File: src/rtl/cpu_pkg.sv
// Shared CPU definitions: opcode/funct encodings, register count and destination decode.
// Used by the decode stage, the ALU and the later pipeline stages.
package cpu_pkg;

  localparam int NREG   = 32;
  localparam int REG_AW = 5;
  localparam int XLEN   = 32;

  localparam logic [5:0] OP_RTYPE = 6'h00;
  localparam logic [5:0] OP_BEQ   = 6'h04;
  localparam logic [5:0] OP_BNE   = 6'h05;
  localparam logic [5:0] OP_ADDI  = 6'h08;
  localparam logic [5:0] OP_ADDIU = 6'h09;
  localparam logic [5:0] OP_SLTI  = 6'h0A;
  localparam logic [5:0] OP_SLTIU = 6'h0B;
  localparam logic [5:0] OP_ANDI  = 6'h0C;
  localparam logic [5:0] OP_ORI   = 6'h0D;
  localparam logic [5:0] OP_XORI  = 6'h0E;
  localparam logic [5:0] OP_LW    = 6'h23;
  localparam logic [5:0] OP_SW    = 6'h2B;

  localparam logic [5:0] FN_SLL  = 6'h00;
  localparam logic [5:0] FN_SRL  = 6'h02;
  localparam logic [5:0] FN_SRA  = 6'h03;
  localparam logic [5:0] FN_ADD  = 6'h20;
  localparam logic [5:0] FN_ADDU = 6'h21;
  localparam logic [5:0] FN_SUB  = 6'h22;
  localparam logic [5:0] FN_SUBU = 6'h23;
  localparam logic [5:0] FN_AND  = 6'h24;
  localparam logic [5:0] FN_OR   = 6'h25;
  localparam logic [5:0] FN_XOR  = 6'h26;
  localparam logic [5:0] FN_NOR  = 6'h27;
  localparam logic [5:0] FN_SLT  = 6'h2A;
  localparam logic [5:0] FN_SLTU = 6'h2B;

  typedef struct packed {
    logic              has_dest;
    logic [REG_AW-1:0] addr;
  } dest_t;

  // Register 0 as a destination is folded into "no destination".
  function automatic dest_t dest_of(input logic [XLEN-1:0] instr);
    dest_t d;
    logic  unused_fields;
    unused_fields = ^{instr[25:21], instr[10:0]};
    d.has_dest = 1'b0;
    d.addr     = '0;
    case (instr[31:26])
      OP_RTYPE: begin
        d.has_dest = 1'b1;
        d.addr     = instr[15:11];
      end
      OP_ADDI, OP_ADDIU, OP_SLTI, OP_SLTIU,
      OP_ANDI, OP_ORI, OP_XORI, OP_LW: begin
        d.has_dest = 1'b1;
        d.addr     = instr[20:16];
      end
      default: begin
        d.has_dest = 1'b0;
        d.addr     = '0;
      end
    endcase
    if (d.addr == '0) d.has_dest = 1'b0;
    return d;
  endfunction

endpackage

File: src/rtl/regfile.sv
// Register file: two asynchronous read ports, one synchronous write port.
// Register 0 reads as zero and ignores writes; all registers clear on reset.
module regfile #(
  parameter int NREG   = 32,
  parameter int DATA_W = 32,
  parameter int AW     = $clog2(NREG)
) (
  input  logic              clk,
  input  logic              rst,
  input  logic [AW-1:0]     raddr_a,
  output logic [DATA_W-1:0] rdata_a,
  input  logic [AW-1:0]     raddr_b,
  output logic [DATA_W-1:0] rdata_b,
  input  logic              we,
  input  logic [AW-1:0]     waddr,
  input  logic [DATA_W-1:0] wdata
);

  logic [DATA_W-1:0] mem_q [NREG];

  always_ff @(posedge clk or posedge rst) begin
    if (rst) begin
      for (int i = 0; i < NREG; i++) mem_q[i] <= '0;
    end else if (we && (waddr != '0)) begin
      mem_q[waddr] <= wdata;
    end
  end

  assign rdata_a = (raddr_a == '0) ? '0 : mem_q[raddr_a];
  assign rdata_b = (raddr_b == '0) ? '0 : mem_q[raddr_b];

endmodule

File: src/rtl/decode_stage.sv
// Decode / register-read stage with a per-register pending scoreboard and one output slot.
// Define DECODE_WB_FWD_EN to let a same-cycle writeback resolve source hazards and bypass its data.
module decode_stage
  import cpu_pkg::*;
(
  input  logic            clk,
  input  logic            rst,
  input  logic            in_valid,
  input  logic [XLEN-1:0] in_instr,
  output logic            in_ready,
  output logic            out_valid,
  input  logic            out_ready,
  output logic [XLEN-1:0] out_instr,
  output logic [XLEN-1:0] out_regA,
  output logic [XLEN-1:0] out_regB,
  input  logic            wb_en,
  input  logic [REG_AW-1:0] wb_addr,
  input  logic [XLEN-1:0] wb_data,
  input  logic            flush
);

  logic              out_valid_q, out_valid_d;
  logic [XLEN-1:0]   out_instr_q, out_regA_q, out_regB_q;
  logic [NREG-1:0]   pending_q, pending_d;

  logic [REG_AW-1:0] rs, rt;
  logic [XLEN-1:0]   rf_a, rf_b, src_a, src_b;
  dest_t             in_dst, held_dst;
  logic              wb_fire, fwd_a, fwd_b;
  logic              haz_a, haz_b, haz_waw, hazard, accept;

  assign rs       = in_instr[25:21];
  assign rt       = in_instr[20:16];
  assign in_dst   = dest_of(in_instr);
  assign held_dst = dest_of(out_instr_q);
  assign wb_fire  = wb_en && (wb_addr != '0);

  regfile #(
    .NREG  (NREG),
    .DATA_W(XLEN)
  ) u_regfile (
    .clk    (clk),
    .rst    (rst),
    .raddr_a(rs),
    .rdata_a(rf_a),
    .raddr_b(rt),
    .rdata_b(rf_b),
    .we     (wb_fire),
    .waddr  (wb_addr),
    .wdata  (wb_data)
  );

`ifdef DECODE_WB_FWD_EN
  assign fwd_a = wb_fire && (wb_addr == rs);
  assign fwd_b = wb_fire && (wb_addr == rt);
`else
  assign fwd_a = 1'b0;
  assign fwd_b = 1'b0;
`endif

  assign src_a = fwd_a ? wb_data : rf_a;
  assign src_b = fwd_b ? wb_data : rf_b;

  // Register 0 never carries a pending bit, so it can never stall a source.
  assign haz_a   = (rs != '0) && pending_q[rs] && !fwd_a;
  assign haz_b   = (rt != '0) && pending_q[rt] && !fwd_b;
  assign haz_waw = in_dst.has_dest && pending_q[in_dst.addr];
  assign hazard  = haz_a || haz_b || haz_waw;

  assign in_ready = !hazard && !flush && (!out_valid_q || out_ready);
  assign accept   = in_valid && in_ready;

  // Later updates take priority: a new destination claim overrides a same-cycle clear.
  always_comb begin
    pending_d = pending_q;
    if (wb_fire) pending_d[wb_addr] = 1'b0;
    if (flush && out_valid_q && held_dst.has_dest) pending_d[held_dst.addr] = 1'b0;
    if (accept && in_dst.has_dest) pending_d[in_dst.addr] = 1'b1;
    pending_d[0] = 1'b0;
  end

  always_comb begin
    out_valid_d = out_valid_q;
    if (accept)         out_valid_d = 1'b1;
    else if (flush)     out_valid_d = 1'b0;
    else if (out_ready) out_valid_d = 1'b0;
  end

  // Output slot and scoreboard
  always_ff @(posedge clk or posedge rst) begin
    if (rst) begin
      out_valid_q <= 1'b0;
      out_instr_q <= '0;
      out_regA_q  <= '0;
      out_regB_q  <= '0;
      pending_q   <= '0;
    end else begin
      out_valid_q <= out_valid_d;
      pending_q   <= pending_d;
      if (accept) begin
        out_instr_q <= in_instr;
        out_regA_q  <= src_a;
        out_regB_q  <= src_b;
      end
    end
  end

  assign out_valid = out_valid_q;
  assign out_instr = out_instr_q;
  assign out_regA  = out_regA_q;
  assign out_regB  = out_regB_q;

endmodule

File: config.mk
export PLATFORM = sky130hd
export DESIGN_NAME = decode_stage
export DESIGN_NICKNAME = d
export VERILOG_FILES = /design/src/rtl/cpu_pkg.sv /design/src/rtl/regfile.sv /design/src/rtl/decode_stage.sv
export SDC_FILE = /design/constraint.sdc
export NUM_CORES = 2
export LEC_CHECK = 0
export BUFFER_PORTS_ARGS = -buffer_cell sky130_fd_sc_hd__buf_4
export CORE_MARGIN = 3
export CORE_UTILIZATION = 65
export CTS_BUF_LIST = sky130_fd_sc_hd__clkbuf_4 sky130_fd_sc_hd__clkbuf_8
export DETAILED_ROUTE_END_ITERATION = 8
export PLACE_DENSITY_LB_ADDON = 0.08
export SLEW_MARGIN = 0
export SYNTH_ARGS = -nofsm -noshare
export SYNTH_HDL_FRONTEND = slang
export SYNTH_HIERARCHICAL = 1
export SYNTH_SLANG_ARGS = --single-unit
File: constraint.sdc
create_clock -name clk -period 41.5 [get_ports clk]
set_clock_uncertainty 0.2 [all_clocks]
set_input_delay 2.075 -clock clk [delete_from_list [all_inputs] [get_ports clk]]
set_output_delay 2.075 -clock clk [all_outputs]
set_load 0.01 [all_outputs]
==> impl_results.md <==
- Setup ws final: 34.15 ns
- Synth async-reset ratio: 1.000
- Area contributors post-synth: dfrtp_1 (47%), mux2_2 (17%), mux4_2 (15%)
- Final nets: approximately 4,300
- First-pass GRT wire length: 281.1 mm
- Primary FF master, synth: dfrtp_1
- Std-Cell Rows: 111
- Die width: 312.6 um
- # setup viols final: 0
- Setup bufs post-CTS: 0
- Pin count of the biggest net entering global routing: around 170
- Resize count post-CTS: 0
- Core area: 92,500 sq um
- Post-route ant nets: 0
- Final Hold Vio Count: 0
- Overall die area: between 90,000 and 100,000 sq um
- Post-synth EDFFs: 0
- Area Overhead vs Synth: 9.334%
- Commonest cells post-synth: dfrtp_1 (1,152), mux2_2 (917), mux4_2 (413)
- PortBufs: 172
- Synth Register Bits: 1,152
- Vias in the first global route: approximately 41,000
- RSZ-0062 raised after global routing: no
- GRT overflow: 0
- Clock Latency Late Sink: 0.87 ns
- Clk slew on worst S/H paths: 0.06 ns
- Crit Path Class: in -> out
- Syn Inst Count: between 4,000 and 5,000
- Leakage: between 20 and 30 nW
- Period utilization: 0.1770
- Avg WL per Cell: 34.25 um
- Number of distinct library cells after synthesis: 73
- Drt drc: 0
- Pre-CTS setup slack: 34.21 ns
- Height of the die: 312.6 um
- Cell accounting for the most synthesized area: dfrtp_1
- Final Wtd Congestion: 0.9287
- Mapped Nets: between 4,000 and 5,000
- Syn Area/Cell: 14.62 sq um
- Failing checks: capacitance limit, slew limit
- Crit path time final: approximately 7.3 ns
- Level count of the clock H-tree: 4
- Setup crit start kind: input pin
- Starting DRC count in detailed routing: 4,719
- Crit path max fanout: 87
- Critical path required time: just under 40 ns
- Total clock sinks: ~1,200
- Post-DP HPWL: 104.7 mm
- Post-Syn Area: 61,110 sq um
- Max-slew headroom: -0.1094
- WL final: 190.9 mm
- Synth warn: 6
- CP Capture Type: output port
- Crit-path max cell delay: 0.61 ns
- Initial Util: 0.6607
- Worst-margin pin slew: 1.622 ns
- Worst-path cell chain: buf_8, nor4bb_1, a32oi_1, and2_1, o21ai_2, nor3_1, a311oi_2, o2111ai_2, o21ai_2, buf_4, inv_1, buf_4
- Root Driver: clkbuf_8
- Critical-path top delay cell: buf_8
- Ports: 173
- Vias: ~40,000
- Setup TNS: 0 ns
- Status: finished, violations left
- CTS Buf Count: 186
- Max Buffers Root-to-Sink: 3
- Seq/Total Area, Yosys: 0.4717
- Via/cell ratio: ~7.3
- Max VDD drop: 0.03928 mV
- Max-Cap Viols: 1
- Peak Freq: 136.1 MHz
- Initial antenna violation count: 16
- Fraction of layout cells with a size suffix above 1: 0.4677
- Pwr dens: 48.57 nW/um^2
- Hold Path Class: reg -> reg
- Slew Limit Fails: 2
- Area share of the largest cell type after synthesis: 0.4717
- All-layer global routing usage: 0.3933
- Post-CTS Hold Buffers: 0
- Cell with the most instances after synthesis: dfrtp_1
- Crit path DAT: just over 5 ns
- CTS tree: done
- DRT Pass-1 Iters: 6
where the power goes:
group	leakage, nW	switching (mW)	total (mW)	internal, mW
Combinational	12.6	0.283	0.681	0.397
Clock	2.13	0.466	1.05	0.585
Sequential	14.8	0.171	1.51	1.34
Total	29.5	0.920	3.25	2.33
area by class of cell:
class | instances | area, sq um
multi-input combinational | 2570 | 30300
timing repair buffer | 262 | 2063
sequential | 1152 | 28830
inverter | 8 | 42.54
antenna | 8 | 20.02
clock inverter | 37 | 341.6
clock buffer | 294 | 3665
tap | 1243 | 1555
fill | 6229 | 25680
cells in the final DEF, fill, tap and decap left out, types with 8 or more instances in the layout:
| cell type | count |
|---|---|
| and2_1 | 17 |
| mux4_2 | 413 |
| nor4_1 | 15 |
| nand3b_1 | 11 |
| o22ai_1 | 41 |
| o31ai_1 | 28 |
| clkbuf_8 | 233 |
| mux2_2 | 917 |
| a22o_1 | 47 |
| o32ai_1 | 19 |
| diode_2 | 8 |
| o221ai_1 | 55 |
| buf_4 | 251 |
| mux2_4 | 27 |
| dfrtp_1 | 1152 |
| mux2i_1 | 283 |
| a2111oi_0 | 11 |
| a211oi_1 | 54 |
| a22oi_1 | 78 |
| nor2_1 | 10 |
| nand3_1 | 22 |
| nor2b_1 | 40 |
| clkbuf_4 | 61 |
| nor2_4 | 18 |
| nand2_2 | 16 |
| clkinv_2 | 20 |
| mux2_1 | 199 |
| nand2_1 | 53 |
| a21oi_1 | 46 |
| o21ai_0 | 10 |
| nor3_1 | 39 |
registers in the layout, indices dropped and copies added, names as in the netlist:
signal and cells:
u_regfile/mem_q 1024, out_valid 1, out_regA 32, out_instr 32, pending_q 31, out_regB 32
cell families after synthesis:
group | after synthesis | synth area share
buffers and inverters | 458 | 0.03618
and+or+nand+nor | 297 | 0.02670
DFF | 1152 | 0.4717
AOI/OAI and AO/OA | 434 | 0.05462
muxes | 1839 | 0.4108
critical path, delay by kind of cell:
family,cells,cell delay [ns]
buffers and inverters,4,1.17
AND/OR/NAND/NOR,3,0.77
AO/OA/AOI/OAI,5,1.01
per-stage QoR:
step | total power, mW | cell area (sq um) | util | hold WS, ns | instances
after floorplan | 1.982 | 61110 | - | 0.2413 | 4180
after detailed placement | 2.201 | 62790 | 0.6789 | 0.1840 | 5235
after CTS | 3.247 | 66800 | 0.7222 | 0.1995 | 5566
after global routing | 3.380 | 66800 | 0.7222 | 0.2115 | 5568
after global placement | 2.173 | 62790 | 0.6789 | 0.1837 | 5235
final | 3.245 | 66820 | 0.7224 | 0.1984 | 5574
worst paths after layout:
check | start | end | slack (ns) | depth (start not counted)
worst max-delay path | in_instr[18] | in_ready | 34.15 | 12
worst min-delay path | u_regfile/mem_q[1009] | u_regfile/mem_q[1009] | 0.20 | 0
worst max register to register | pending_q[19] | out_regA[19] | 37.84 | 8
worst min register to register | u_regfile/mem_q[1009] | u_regfile/mem_q[1009] | 0.20 | 0
max in group asynchronous | rst | u_regfile/mem_q[91] | 36.80 | 5
min in group asynchronous | rst | u_regfile/mem_q[677] | 1.12 | 2
per-layer routing:
metal,up-vias,global-route usage,share of wire
met1,21757,0.5392,0.39
met2,2320,0.5926,0.45
li1,16221,-,-
met3,551,0.1164,0.11
met5,-,0,0.00036
met4,10,0.1684,0.047
Power figures use the tool's default switching activity.
